<file path="src/rtl/chan_pkg.sv">
// chan_pkg: shared widths, tuser field offsets and framer state type
package chan_pkg;
  localparam int DATA_W  = 32;
  localparam int BIN_W   = 11;
  localparam int SEQ_W   = 12;
  localparam int LEN_W   = 16;
  localparam int EOB_BIT = SEQ_W + BIN_W;
  localparam int SEQ_LSB = BIN_W;
  localparam int BIN_LSB = 0;
  typedef enum logic [1:0] {EMPTY, HOLD, FLUSH} fr_state_t;
endpackage

</file>
<file path="src/rtl/chan_pkt_framer.sv">
// chan_pkt_framer: cuts the bin-tagged channelizer stream into per-bin packets with {eob, seq, bin} sideband
module chan_pkt_framer
  import chan_pkg::*;
#(
  parameter int DATA_W = chan_pkg::DATA_W,
  parameter int BIN_W  = chan_pkg::BIN_W,
  parameter int SEQ_W  = chan_pkg::SEQ_W,
  parameter int LEN_W  = chan_pkg::LEN_W
) (
  input  logic                   ce_clk,
  input  logic                   ce_rst_n,
  input  logic [LEN_W-1:0]       pkt_words,
  input  logic                   flush_req,
  input  logic [DATA_W-1:0]      s_axis_tdata,
  input  logic [BIN_W-1:0]       s_axis_tuser,
  input  logic                   s_axis_tvalid,
  output logic                   s_axis_tready,
  output logic [DATA_W-1:0]      m_axis_tdata,
  output logic [SEQ_W+BIN_W:0]   m_axis_tuser,
  output logic                   m_axis_tlast,
  output logic                   m_axis_tvalid,
  input  logic                   m_axis_tready,
  output logic [31:0]            pkt_count
);
  fr_state_t state, state_n;
  logic [DATA_W-1:0] h_data;
  logic [BIN_W-1:0]  h_bin;
  logic [LEN_W-1:0]  word_cnt, plen, cur_plen;
  logic [SEQ_W-1:0]  seq;
  logic o_free, accept, move, last_n, eob_n;

  assign o_free        = !m_axis_tvalid || m_axis_tready;
  assign s_axis_tready = state != FLUSH && (state == EMPTY || o_free);
  assign accept        = s_axis_tvalid && s_axis_tready;

  // lookahead tlast decision: the incoming sample decides whether H closes the packet
  always_comb begin
    cur_plen = word_cnt == '0 ? (pkt_words == '0 ? LEN_W'(1) : pkt_words) : plen;
    move     = state == FLUSH ? o_free : (state == HOLD && accept);
    eob_n    = state == FLUSH;
    last_n   = eob_n || word_cnt == cur_plen - 1'b1 || s_axis_tuser != h_bin;
    state_n  = state == EMPTY ? (accept ? (flush_req ? FLUSH : HOLD) : EMPTY) :
               state == HOLD  ? (flush_req ? FLUSH : HOLD) :
                                (o_free ? EMPTY : FLUSH);
  end

  // state register
  always_ff @(posedge ce_clk or negedge ce_rst_n) begin
    if (!ce_rst_n) state <= EMPTY;
    else           state <= state_n;
  end

  // hold register H takes every accepted sample
  always_ff @(posedge ce_clk or negedge ce_rst_n) begin
    if (!ce_rst_n) begin
      h_data <= '0;
      h_bin  <= '0;
    end else if (accept) begin
      h_data <= s_axis_tdata;
      h_bin  <= s_axis_tuser;
    end
  end

  // registered output stage O, held stable while stalled
  always_ff @(posedge ce_clk or negedge ce_rst_n) begin
    if (!ce_rst_n) begin
      m_axis_tvalid <= 1'b0;
      m_axis_tdata  <= '0;
      m_axis_tuser  <= '0;
      m_axis_tlast  <= 1'b0;
    end else if (move) begin
      m_axis_tvalid <= 1'b1;
      m_axis_tdata  <= h_data;
      m_axis_tuser  <= {eob_n, seq, h_bin};
      m_axis_tlast  <= last_n;
    end else if (m_axis_tready) begin
      m_axis_tvalid <= 1'b0;
    end
  end

  // word counter, latched packet length, sequence number and packet count
  always_ff @(posedge ce_clk or negedge ce_rst_n) begin
    if (!ce_rst_n) begin
      word_cnt  <= '0;
      plen      <= '0;
      seq       <= '0;
      pkt_count <= '0;
    end else if (move) begin
      if (word_cnt == '0) plen <= cur_plen;
      word_cnt  <= last_n ? '0 : word_cnt + 1'b1;
      seq       <= last_n ? seq + 1'b1 : seq;
      pkt_count <= last_n ? pkt_count + 1 : pkt_count;
    end
  end
endmodule

</file>
<file path="config.mk">
export PLATFORM = sky130hd
export DESIGN_NAME = chan_pkt_framer
export DESIGN_NICKNAME = d
export VERILOG_FILES = /design/src/rtl/chan_pkg.sv /design/src/rtl/chan_pkt_framer.sv
export SDC_FILE = /design/constraint.sdc
export NUM_CORES = 1
export LEC_CHECK = 0
export CAP_MARGIN = 20
export CORE_AREA = 2 2 117 164
export CTS_CLUSTER_SIZE = 24
export DETAILED_ROUTE_END_ITERATION = 6
export DIE_AREA = 0 0 119 166
export PLACE_DENSITY = 0.88
export SLEW_MARGIN = 10
export SYNTH_ARGS = -nofsm -noshare
export SYNTH_HDL_FRONTEND = slang
export SYNTH_SLANG_ARGS = --single-unit
</file>
<file path="constraint.sdc">
create_clock -name ce_clk -period 5.06 [get_ports ce_clk]
set_clock_uncertainty 0.15 [all_clocks]
set_input_delay 0.759 -clock ce_clk [delete_from_list [all_inputs] [get_ports ce_clk]]
set_output_delay 0.759 -clock ce_clk [all_outputs]
set_load 0.01 [all_outputs]
</file>
Yosys cells after proc, flatten, opt, wreduce, memory -nomap -nowiden
Cells that the tools add are included.
{ "totals": {"n_memories": 0, "ramBits": 0, "latchBits": 0, "wordCells": 45, "romBits": 0, "register_bits": 179} }
{ "classes": {"n_shift": 0, "eq_ne": 5, "muxes": 11, "n_reduce_logical": 14, "magnitude_cmp": 0, "bitwise_logic": 0, "n_mul": 0, "div": 0, "addsub": 4} }
{ "op_table": {"columns": ["operator", "count"], "rows": [
  ["$mux W16", 3],
  ["$add A32 B1 Y32 const B", 1],
  ["$logic_not A16 Y1", 2],
  ["$add A16 B1 Y16 const B", 1],
  ["$eq A16 B16 Y1", 1],
  ["$sub A16 B1 Y16 const B", 1],
  ["$add A12 B1 Y12 const B", 1],
  ["$ne A11 B11 Y1", 1],
  ["$mux W2", 5],
  ["$logic_or A1 B1 Y1", 4],
  ["$reduce_and A2 Y1", 2],
  ["$logic_and A1 B1 Y1", 3],
  ["$mux W1", 3],
  ["$eq A2 B1 Y1 const B", 1],
  ["$eq A2 B2 Y1 const B", 1],
  ["$logic_not A2 Y1", 1],
  ["$ne A2 B2 Y1 const B", 1],
  ["$reduce_bool A2 Y1", 1],
  ["$logic_not A1 Y1", 1]
]} }

Logic depth before layout (Yosys ltp)
{ "depth": {"word_depth": 8, "mapped_depth": 19, "depth_no_buf": 16} }

Worst setup path before layout
OpenSTA, ideal clock, no wires.
{ "synth_timing": {"kind": "input -> register", "from": "in pkt_words[6]", "to": "reg pkt_count[1]", "setup_time_ps": 125, "required_ps": 4785, "path_slack_ps": 323, "n_path_buf": 3, "stages": 17, "t_arrival_ps": 4463, "path_cell_list": "or4_1 > clkbuf_1 > nor4_1 > a21oi_1 > o21a_1 > ha_1 > clkbuf_1 > nand2b_1 > or4_1 > and3_1 > a211oi_1 > or4_1 > nor4_1 > a31oi_1 > buf_4 > nor2_4 > mux2_2"} }
{ "synth_between": {"elab_chain_len": 8} }
{ "synth_lines": {"columns": ["item", "line_no", "rtl"], "rows": [
  ["start: declaration", "chan_pkt_framer.sv:12", "input logic [LEN_W-1:0] pkt_words,"],
  ["$logic_not A16 Y1", "chan_pkt_framer.sv:38", "cur_plen = word_cnt == '0 ? (pkt_words == '0 ? LEN_W'(1) : pkt_words) : plen;"],
  ["$mux W16 * (2 in series)", "chan_pkt_framer.sv:38", null],
  ["$sub A16 B1 Y16 *", "chan_pkt_framer.sv:41", "last_n = eob_n || word_cnt == cur_plen - 1'b1 || s_axis_tuser != h_bin;"],
  ["$eq A16 B16 Y1 *", "chan_pkt_framer.sv:41", null],
  ["$logic_or A1 B1 Y1 * (2 in series)", "chan_pkt_framer.sv:41", null],
  ["$reduce_and A2 Y1 (no line) *", null, null],
  ["end signal: assignment", "chan_pkt_framer.sv:92", "pkt_count <= last_n ? pkt_count + 1 : pkt_count;"],
  ["end: declaration", "chan_pkt_framer.sv:23", "output logic [31:0] pkt_count"]
]} }
Every way passes the cells marked *; elsewhere a longest branch is shown, timed or not.
A chain may end at the register's enable or synchronous reset.

Final worst setup path
{ "layout_timing": {"from": "in pkt_words[11]", "to": "reg pkt_count[27]"} }
Same word-level chain as after synthesis.

==> impl_metrics.ini <==
[run_status]
outcome = complete, no violations

[sta]
setup-violations-final = 0
max_clock_freq_mhz = 207
maxSlewViolCount = 0
worst-slew-pin-transition_ns = 1.07
final_min_period_over_clock_period = 0.956
fin_worst_hold_slack_ns = 0.258
timing.slew.headroom = 0.286
final.min_clock_period_ns = 4.84
timing.final.hold_violations = 0
rsz_0062_raised_after_global_routing = no

[drt]
routed_wirelength_mm = 21.3
drc = 0
firstDrtPassIters = 4
routed_via_density = 5.38
vias = 6871
initialDrtViolationCount = 460
drtAntennaViolNets = 0
wire_per_inst_um = 16.7

[clock_network]
cts.htree.levels = 4
clock_sinks = 179
tritoncts = done
cts_buffer_count = 17
clk_lat_worst_skew_ns = 0.43
max-clock-path-buffers = 2
cts.reportedPaths.clkPinSlew_ns = 0.07
root_buffer = sky130_fd_sc_hd__clkbuf_16
cts-hold-fix-buffers = 0

[global_route]
grt_antenna_before_repair = 0
gr-usage-all-layers = 0.226
grt-ovfl-total = 0
grt_pass1_vias = 7222
grt_start_max_net_pins = 96
grt_first_pass_wirelength_mm = 36.0

[yosys]
synth_edf_count = 0
synthesized_nets = 918
synth-seq-cells = 179
synth_area_leaders = sky130_fd_sc_hd__dfrtp_1, sky130_fd_sc_hd__nand2_1, sky130_fd_sc_hd__mux2_2, sky130_fd_sc_hd__xor2_1, sky130_fd_sc_hd__xnor2_1
yosys_most_used_dff = sky130_fd_sc_hd__dfrtp_1
syn_inst = 849
synth_top_cell_by_area = sky130_fd_sc_hd__dfrtp_1
synth_cell_types = 53
sequential_area_share_after_synthesis = 0.517
mappedNetlistArea_um2 = 8660
synth_top_cell_area_share = 0.517
share_of_synthesized_registers_carrying_an_async_set_or_reset = 1.00
post_synth.cell_area_avg_um2 = 10.2
yosys_warnings = 0

[floorplanning]
floorplan.initialDensity = 0.471
chipHeight_um = 166
io-pin-count = 155
dieWidth_um = 119
die_outline_area_um2 = 19800
design.core.area_um2 = 18400
std_cell_rows = 59

[pwr]
power_per_cell_area_nw_per_um2 = 435
p_leak_nw = 5.10
peakVddDrop_mv = 0.280

[final_layout]
post_route_cells_drive_above_1_share = 0.159
layout.cells.non_filler = 1278
flow.area_growth_from_synthesis_pct = 30.9
nets = 1090
num_antenna_cells = 0
final_standard_cell_utilization_of_the_core = 0.617

[worst_setup_path]
critical_path.slowest_cell = sky130_fd_sc_hd__or4_1
biggest_fanout_along_the_worst_timing_path = 40
r2r_cells = 17
critical_path_class = primary input to register
worst_setup_path_end_kind = register
worstPathRequired_ns = 5.26
timing.critical_path.from_type = primary input
crit_path_cell_trace = clkdlybuf4s50_1 -> or4_1 -> nor4_2 -> a21oi_1 -> o21a_1 -> ha_1 -> nor3b_1 -> xnor2_1 -> mux2i_1 -> xnor2_1 -> nand3_1 -> a2111oi_0 -> buf_4 -> a31oi_4 -> buf_12 -> nor4_2 -> xor2_1
cpPeakStageDelay_ns = 0.62
worst_ep_arrival_time_ns = 5.04

[placement]
place.port_buffers = 154
place_hpwl_mm = 15.1
place_congestion = 0.967
dpl.cell_count = 1246

[job]
cap_violations = 0

[min_path]
worst_min_delay_path_category = primary input to async pin
[repair_timing]
item                       4_1_cts  5_1_grt
setup endpoints to repair        0        9
resized for setup                0        1
hold endpoints to repair         0        0
buffers inserted                 0        0
[where the power goes]
part	switching (mW)	total, mW	internal [mW]
Sequential	0.311	2.12	1.81
Combinational	0.624	1.37	0.744
Clock	0.599	1.45	0.848
Total	1.53	4.94	3.40
[area by class of cell]
type	count	area [um^2]
Clock buffer	18	429
Clock inverter	14	220
Fill cell	1481	7040
Inverter	7	26.3
Multi-Input combinational cell	619	4000
Sequential cell	179	4480
Tap cell	244	305
Timing Repair Buffer	197	1880
[per-stage QoR]
step	worst slack [ns]	setup TNS (ns)	total power [mW]	area [um^2]
detailed placement	-0.207	-5.84	3.52	10700
CTS	0.225	0	4.98	11300
global placement	-0.0261	-0.0606	3.47	10700
finish	0.221	0	4.94	11300
global route	0.0410	0	5.21	11300
floorplan	0.323	0	2.74	8660
[sequential cells by signal, summed over array words and instances (netlist names), 2 cells and up]
| signal | flops |
|---|---|
| h_bin | 11 |
| h_data | 32 |
| m_axis_tdata | 32 |
| m_axis_tuser | 24 |
| pkt_count | 32 |
| plen | 16 |
| seq | 12 |
| state | 2 |
| word_cnt | 16 |
[critical path: cells and delay by family]
family / cells / cell delay [ns]
AND/OR/NAND/NOR: 5 / 1.58
XOR/XNOR: 3 / 0.46
AO/OA/AOI/OAI: 4 / 0.95
buffers and inverters: 3 / 0.82
adder cells (fa/ha/maj): 1 / 0.25
multiplexers: 1 / 0.21
[cell usage after synthesis (7+ instances only)]
cell type	count
sky130_fd_sc_hd__nand2_1	211
sky130_fd_sc_hd__dfrtp_1	179
sky130_fd_sc_hd__mux2_2	59
sky130_fd_sc_hd__xor2_1	52
sky130_fd_sc_hd__nor2_1	39
sky130_fd_sc_hd__xnor2_1	32
sky130_fd_sc_hd__clkbuf_1	31
sky130_fd_sc_hd__nor3_1	25
sky130_fd_sc_hd__nand4_1	18
sky130_fd_sc_hd__and3_1	17
sky130_fd_sc_hd__nand3_1	17
sky130_fd_sc_hd__nor4_1	13
sky130_fd_sc_hd__o21ai_0	12
sky130_fd_sc_hd__mux2i_1	11
sky130_fd_sc_hd__nor4_2	10
sky130_fd_sc_hd__nor3b_1	9
sky130_fd_sc_hd__nand2b_1	8
sky130_fd_sc_hd__inv_1	7
sky130_fd_sc_hd__nor2b_1	7
sky130_fd_sc_hd__or4_1	7
[cell usage in the layout (no fill, tap or decap), types with 3 or more instances in the layout]
| cell type | n |
|---|---|
| sky130_fd_sc_hd__nand2_1 | 211 |
| sky130_fd_sc_hd__dfrtp_1 | 179 |
| sky130_fd_sc_hd__clkdlybuf4s50_1 | 153 |
| sky130_fd_sc_hd__mux2_2 | 59 |
| sky130_fd_sc_hd__xor2_1 | 52 |
| sky130_fd_sc_hd__buf_4 | 42 |
| sky130_fd_sc_hd__nor2_1 | 38 |
| sky130_fd_sc_hd__xnor2_1 | 32 |
| sky130_fd_sc_hd__nor3_1 | 25 |
| sky130_fd_sc_hd__nand4_1 | 18 |
| sky130_fd_sc_hd__nand3_1 | 17 |
| sky130_fd_sc_hd__and3_1 | 17 |
| sky130_fd_sc_hd__clkbuf_16 | 17 |
| sky130_fd_sc_hd__o21ai_0 | 12 |
| sky130_fd_sc_hd__nor4_1 | 12 |
| sky130_fd_sc_hd__nor4_2 | 11 |
| sky130_fd_sc_hd__mux2i_1 | 11 |
| sky130_fd_sc_hd__nor3b_1 | 9 |
| sky130_fd_sc_hd__nand2b_1 | 8 |
| sky130_fd_sc_hd__or4_1 | 7 |
| sky130_fd_sc_hd__inv_1 | 7 |
| sky130_fd_sc_hd__nor2b_1 | 7 |
| sky130_fd_sc_hd__nor4b_2 | 6 |
| sky130_fd_sc_hd__a21oi_1 | 6 |
| sky130_fd_sc_hd__o21a_1 | 5 |
| sky130_fd_sc_hd__and4_1 | 5 |
| sky130_fd_sc_hd__ha_1 | 5 |
| sky130_fd_sc_hd__and2_1 | 4 |
| sky130_fd_sc_hd__or3_1 | 4 |
| sky130_fd_sc_hd__or2_2 | 4 |
| sky130_fd_sc_hd__bufinv_16 | 4 |
| sky130_fd_sc_hd__inv_8 | 4 |
| sky130_fd_sc_hd__o22ai_1 | 3 |
| sky130_fd_sc_hd__nor3_2 | 3 |
[metal layers]
metal	global-route usage	routed length [um]
met1	0.269	8570
met2	0.384	10800
met3	0.0573	1230
met4	0.105	754
met5	0	0
[logic make-up (layout without fill, tap and decap cells)]
| kind of cell | after synthesis | in the layout | share of synthesized area |
|---|---|---|---|
| mux | 70 | 70 | 0.0894 |
| compound gates | 46 | 46 | 0.0358 |
| xor+xnor | 84 | 84 | 0.0849 |
| buf+inv | 51 | 236 | 0.0244 |
| flops | 179 | 179 | 0.517 |
| simple gates | 414 | 414 | 0.241 |
| fa+ha+maj | 5 | 5 | 0.00722 |
[worst paths after layout]
check	startpoint	to	slack, ns
max in group asynchronous	ce_rst_n	h_data[21]	3.36
min	ce_rst_n	m_axis_tdata[31]	0.26
max reg2reg	word_cnt[0]	pkt_count[27]	0.65
min in group ce_clk	h_data[21]	m_axis_tdata[21]	0.31
max	pkt_words[11]	pkt_count[27]	0.22
min reg2reg	h_data[21]	m_axis_tdata[21]	0.31
No activity file was read; power rests on OpenSTA's default activity.
